===== src/rtl/adder_share_arbiter.sv =====
`default_nettype none
// ============================================================================
// Module   : adder_share_arbiter (plus helper adder_top)
// Purpose  : Round-robin sharing of one ripple adder between NREQ requesters,
//            with valid/ready request ports and a tagged response channel.
// Revision : 1.0 - initial release
// ============================================================================

// ----------------------------------------------------------------------------
// adder_top: (WIDTH+1)-bit ripple-carry adder. Operands arrive zero-extended,
// so the (WIDTH+1)-bit sum is exact and its MSB is the carry-out of A+B.
// ----------------------------------------------------------------------------
module adder_top #(
  parameter int WIDTH = 16
) (
  input  logic [WIDTH:0] i_a,
  input  logic [WIDTH:0] i_b,
  output logic [WIDTH:0] o_sum
);

  logic [WIDTH:0] w_carry;

  assign w_carry[0] = 1'b0;

  generate
    for (genvar gi = 0; gi <= WIDTH; gi++) begin : g_fa
      assign o_sum[gi] = i_a[gi] ^ i_b[gi] ^ w_carry[gi];
      // The carry out of the top bit is never needed (it is always zero).
      if (gi < WIDTH) begin : g_carry
        assign w_carry[gi+1] = (i_a[gi] & i_b[gi]) |
                               (w_carry[gi] & (i_a[gi] ^ i_b[gi]));
      end
    end
  endgenerate

endmodule

// ----------------------------------------------------------------------------
// adder_share_arbiter
// ----------------------------------------------------------------------------
module adder_share_arbiter #(
  parameter int WIDTH = 16,
  parameter int NREQ  = 4
) (
  input  logic                    clk,
  input  logic                    rst_n,
  input  logic [NREQ-1:0]         req_valid,
  output logic [NREQ-1:0]         req_ready,
  input  logic [NREQ*WIDTH-1:0]   req_data_A,
  input  logic [NREQ*WIDTH-1:0]   req_data_B,
  output logic                    resp_valid,
  input  logic                    resp_ready,
  output logic [WIDTH:0]          resp_result,
  output logic [$clog2(NREQ)-1:0] resp_id
);

  localparam int ID_W = $clog2(NREQ);

  typedef enum logic [1:0] {
    S_IDLE = 2'd0,
    S_CALC = 2'd1,
    S_RESP = 2'd2
  } state_t;

  state_t          r_state;
  logic [ID_W-1:0] r_rr_ptr;
  logic [ID_W-1:0] r_id;
  logic [WIDTH:0]  r_op_a;
  logic [WIDTH:0]  r_op_b;

  logic            w_can_grant;
  logic            w_any;
  logic            w_accept;
  logic [ID_W-1:0] w_grant;
  logic [ID_W-1:0] w_grant_nxt;
  logic [WIDTH-1:0] w_sel_a;
  logic [WIDTH-1:0] w_sel_b;
  logic [WIDTH:0]  w_sum;

  // A new request may be taken when idle, or when the held response is being
  // consumed this very cycle (keeps the 2-cycle issue rate).
  assign w_can_grant = (r_state == S_IDLE) || ((r_state == S_RESP) && resp_ready);
  assign w_accept    = w_can_grant && w_any;

  // Round-robin search: scan from r_rr_ptr upward with wrap. The scan runs
  // from the farthest offset down so the nearest valid index wins.
  always_comb begin
    int unsigned idx;
    idx     = 0;
    w_grant = '0;
    w_any   = 1'b0;
    for (int k = NREQ - 1; k >= 0; k--) begin
      idx = 32'(r_rr_ptr) + 32'(k);
      if (idx >= 32'(NREQ)) begin
        idx = idx - 32'(NREQ);
      end
      if (req_valid[idx]) begin
        w_grant = idx[ID_W-1:0];
        w_any   = 1'b1;
      end
    end
  end

  // One-hot ready toward the granted requester only.
  always_comb begin
    req_ready = '0;
    if (w_accept) begin
      req_ready[w_grant] = 1'b1;
    end
  end

  // Pointer advance after a grant, wrapping at NREQ (NREQ need not be 2^n).
  assign w_grant_nxt = (w_grant == ID_W'(NREQ - 1)) ? '0 : w_grant + 1'b1;

  assign w_sel_a = req_data_A[32'(w_grant)*WIDTH +: WIDTH];
  assign w_sel_b = req_data_B[32'(w_grant)*WIDTH +: WIDTH];

  adder_top #(
    .WIDTH (WIDTH)
  ) u_adder (
    .i_a   (r_op_a),
    .i_b   (r_op_b),
    .o_sum (w_sum)
  );

  // Sequencer: accept -> CALC (operands registered) -> RESP (result held).
  always_ff @(posedge clk or negedge rst_n) begin
    if (!rst_n) begin
      r_state     <= S_IDLE;
      r_rr_ptr    <= '0;
      r_id        <= '0;
      r_op_a      <= '0;
      r_op_b      <= '0;
      resp_valid  <= 1'b0;
      resp_result <= '0;
      resp_id     <= '0;
    end else begin
      case (r_state)
        S_IDLE: begin
          if (w_accept) begin
            r_op_a   <= {1'b0, w_sel_a};
            r_op_b   <= {1'b0, w_sel_b};
            r_id     <= w_grant;
            r_rr_ptr <= w_grant_nxt;
            r_state  <= S_CALC;
          end
        end
        S_CALC: begin
          resp_result <= w_sum;
          resp_id     <= r_id;
          resp_valid  <= 1'b1;
          r_state     <= S_RESP;
        end
        S_RESP: begin
          if (resp_ready) begin
            resp_valid <= 1'b0;
            if (w_accept) begin
              r_op_a   <= {1'b0, w_sel_a};
              r_op_b   <= {1'b0, w_sel_b};
              r_id     <= w_grant;
              r_rr_ptr <= w_grant_nxt;
              r_state  <= S_CALC;
            end else begin
              r_state  <= S_IDLE;
            end
          end
        end
        default: begin
          r_state    <= S_IDLE;
          resp_valid <= 1'b0;
        end
      endcase
    end
  end

endmodule

`default_nettype wire


===== config.mk =====
export PLATFORM = sky130hd
export DESIGN_NAME = adder_share_arbiter
export DESIGN_NICKNAME = d
export VERILOG_FILES = /design/src/rtl/adder_share_arbiter.sv
export SDC_FILE = /design/constraint.sdc
export NUM_CORES = 1
export LEC_CHECK = 0
export CORE_MARGIN = 4
export CORE_UTILIZATION = 30
export CTS_BUF_LIST = sky130_fd_sc_hd__clkbuf_4 sky130_fd_sc_hd__clkbuf_8
export DETAILED_ROUTE_END_ITERATION = 8
export GPL_TIMING_DRIVEN = 0
export PLACE_DENSITY = 0.68
export SYNTH_ARGS = -nofsm -noshare
export SYNTH_HDL_FRONTEND = slang
export SYNTH_SLANG_ARGS = --single-unit

===== constraint.sdc =====
create_clock -name clk -period 13.1 [get_ports clk]
set_input_delay 3.93 -clock clk [delete_from_list [all_inputs] [get_ports clk]]
set_output_delay 3.93 -clock clk [all_outputs]
set_load 0.02 [all_outputs]

==> reports/metrics.yaml <==
run_status:
  status: "complete, no violations"
route:
  drc: 0
  antenna_left: 0
  drtIter0Drc: 127
  dr.pass1.iters: 4
  drt-total-wl_um: 11100
  drt-wirelength-per-cell_um: 17.1
  drt-vias-per-instance: 4.76
  num_vias: 3075
global_route:
  overflow: 0
  grt_max_degree: 38
  grt_pass1_vias: 3271
  track_usage_pct: 16.8
  grt_pass1_wl_um: 17000
  antenna_found_initial: 0
sta:
  max_freq_mhz: 97.4
  max_slew_margin_pct: 41.3
  rsz0062_at_grt: "false"
  setup_tns_ns: 0
  worst_slack_ns: 2.83
  tightest_slew_ns: 0.880
  finalCritPeriodShare_pct: 78.4
  hold_ws_ns: 0.472
  finalHoldViolCount: 0
  setup_violations: 0
  period_needed_ns: 10.27
  slew_violations: 0
  fin_skew_ns: 0.00595
logic_synthesis:
  synthCells: 328
  synth_area_sq_um: 3480
  synth_nets: 483
  synth_area_leaders: "dfrtp_1, mux2i_1, nand2_1"
  yosysTopAreaCell: "dfrtp_1"
  avgSynthCellArea_sq_um: 10.6
  ys_ff_latch: 58
  synth_top_area_share_pct: 41.7
  synth_cell_type_count: 26
  synth_warnings: 0
  ys_seq_area_share_pct: 41.7
setup_path:
  crit_path_top_delay_cell: "clkdlybuf4s50_1"
  crit_chain: "clkdlybuf4s50_1 > a21o_1 > a21oi_1 > o22a_1 > buf_6 > buf_12 > buf_12 > ha_1 > and2_1 > clkdlybuf4s50_1"
  timing.rr.start: "r_op_a[0]$_DFFE_PN0P_"
  crit_type: "in2out"
  cp.arrival_ns: 6.34
  crit_path_end_kind: "output port"
  worst_setup_path_start_kind: "input pin"
  path_depth: 10
  cp-startpoint: "req_valid[0]"
  path_max_fanout: 11
  required_ns: 9.17
  timing.rr.end: "resp_result[15]$_DFFE_PN0P_"
  critical-path-top-delay-family: "buffers and inverters"
  ff2ff_path_depth: 20
  reg2reg_slack_ns: 6.35
  endpoint: "req_ready[3]"
  cp_num_buf_inv: 5
  max_stage_delay_ns: 0.60
finish:
  drive_gt1_share_pct: 7.16
  syn_to_final_growth_pct: 56.6
  fin_nets: 653
  finalNonFillerCells: 646
  fin_util_pct: 48.0
  antenna_cells: 0
  fin_area_sq_um: 5460
power_and_ir_drop:
  vdd_ir_drop_max_mv: 0.101
  p_leak_nw: 2.44
  total_power_mw: 1.16
  p_per_area_nw_per_um2: 212
placed_design:
  place_area_sq_um: 5270
  place.port_buffers: 158
  dp_cells: 630
  dp_worst_setup_slack_ns: 2.82
  gp_congestion: 0.827
  dpl.hpwl_um: 9160
clock_network:
  clkLatencyLatePin_ns: 0.33
  cts_tree: "yes"
  hold_buffers: 0
  cts.sinks: 58
  max-clock-path-buffers: 2
  cts_resized: 0
  root_buffer: "clkbuf_8"
  clk_pin_slew_worst_paths_ns: 0.06
  postCtsSetupBuffers: 0
  cts_inserted_buffers: 9
  cts-htree-levels: 3
worst_hold_path:
  min_path_type: "reg2reg"
die:
  initial_utilization_pct: 30.6
  io_pins: 159
  die_h_um: 116
  fp.dieW_um: 116
  die_area_sq_um: 13400
  rows: 39
  core_sq_um: 11400
flow_run:
  drv_cap: 0
-- cells by family (layout without fill, tap and decap cells) --
group | count (synthesis) | count (layout) | synth area share [%]
compound gates | 49 | 49 | 11.2
fa+ha+maj | 20 | 20 | 10.4
buf+inv | 36 | 211 | 6.86
flops | 58 | 58 | 41.7
mux | 64 | 64 | 18.4
simple gates | 101 | 101 | 11.5
-- layout make-up --
cell class              instances  area, sq um
multi-input cells             234         1790
well taps                     143          179
fillers                      1091         5910
inverters                      14         52.6
flip-flops and latches         58         1450
clock buffers                  10          131
clock inverters                 6         57.6
plain buffers                  22          186
repair buffers                159         1600
-- flip-flops by register name, summed over array words and instances (netlist names) --
name	count
r_op_a	16
r_rr_ptr	2
r_id	2
resp_result	17
resp_valid	1
resp_id	2
r_op_b	16
r_state	2
-- how the worst min path moves through the flow --
| stage | startpoint | end | cells after the start |
|---|---|---|---|
| finish | resp_id[0]$_DFFE_PN0P_ | resp_id[0]$_DFFE_PN0P_ | 2 |
| global route | resp_result[12]$_DFFE_PN0P_ | resp_result[12]$_DFFE_PN0P_ | 2 |
| CTS | resp_id[0]$_DFFE_PN0P_ | resp_id[0]$_DFFE_PN0P_ | 2 |
| detailed placement | resp_id[0]$_DFFE_PN0P_ | resp_id[0]$_DFFE_PN0P_ | 2 |
| global placement | r_id[1]$_DFFE_PN0P_ | resp_id[1]$_DFFE_PN0P_ | 2 |
| floorplan | r_id[0]$_DFFE_PN0P_ | resp_id[0]$_DFFE_PN0P_ | 2 |
-- worst min-delay path, delay by kind of cell (launching register included) --
family / cells / cell delay [ns]
flops: 1 / 0.34
simple gates: 2 / 0.10
-- cells in the final DEF (no fill, tap or decap), types with 2 or more instances in the layout --
master           count
a21oi_1              4
and2_1               4
buf_12               5
buf_2                7
clkbuf_1             8
clkbuf_4             3
clkbuf_8             9
clkdlybuf4s50_1    157
clkinv_2             4
dfrtp_1             58
fa_1                15
ha_1                 5
inv_1               11
inv_2                3
mux2i_1             64
nand2_1             91
nand2b_1             3
nor2_1               2
o21ai_0              5
o221ai_1            32
o22ai_1              2
-- Yosys cell counts, drive strengths merged --
cell and number:
nand2 91, mux2i 64, dfrtp 58, o221ai 32
fa 15, inv 14, buf 12, clkbuf 10
o21ai 6, ha 5, a21oi 4, and2 4
nand2b 3, nor2 2, o22ai 2, a211o 1
a21o 1, nor2b 1, o21a 1, o22a 1
o41ai 1
-- routing by layer --
metal | share of wire (%) | vias to the layer above | track usage (%)
met5 | 0 | - | 0
li1 | - | 1489 | -
met2 | 49 | 120 | 27.7
met4 | 1.9 | 0 | 5.72
met1 | 42 | 1449 | 22.0
met3 | 6.3 | 17 | 3.66
-- report_power, final --
part / internal [mW] / leakage (nW) / switching (mW) / total (mW)
combinational: 0.310 / 1.63 / 0.352 / 0.662
sequential: 0.272 / 0.714 / 0.0642 / 0.336
clock: 0.0885 / 0.0992 / 0.0707 / 0.159
total: 0.670 / 2.44 / 0.486 / 1.16
Power figures use the tool's default switching activity.
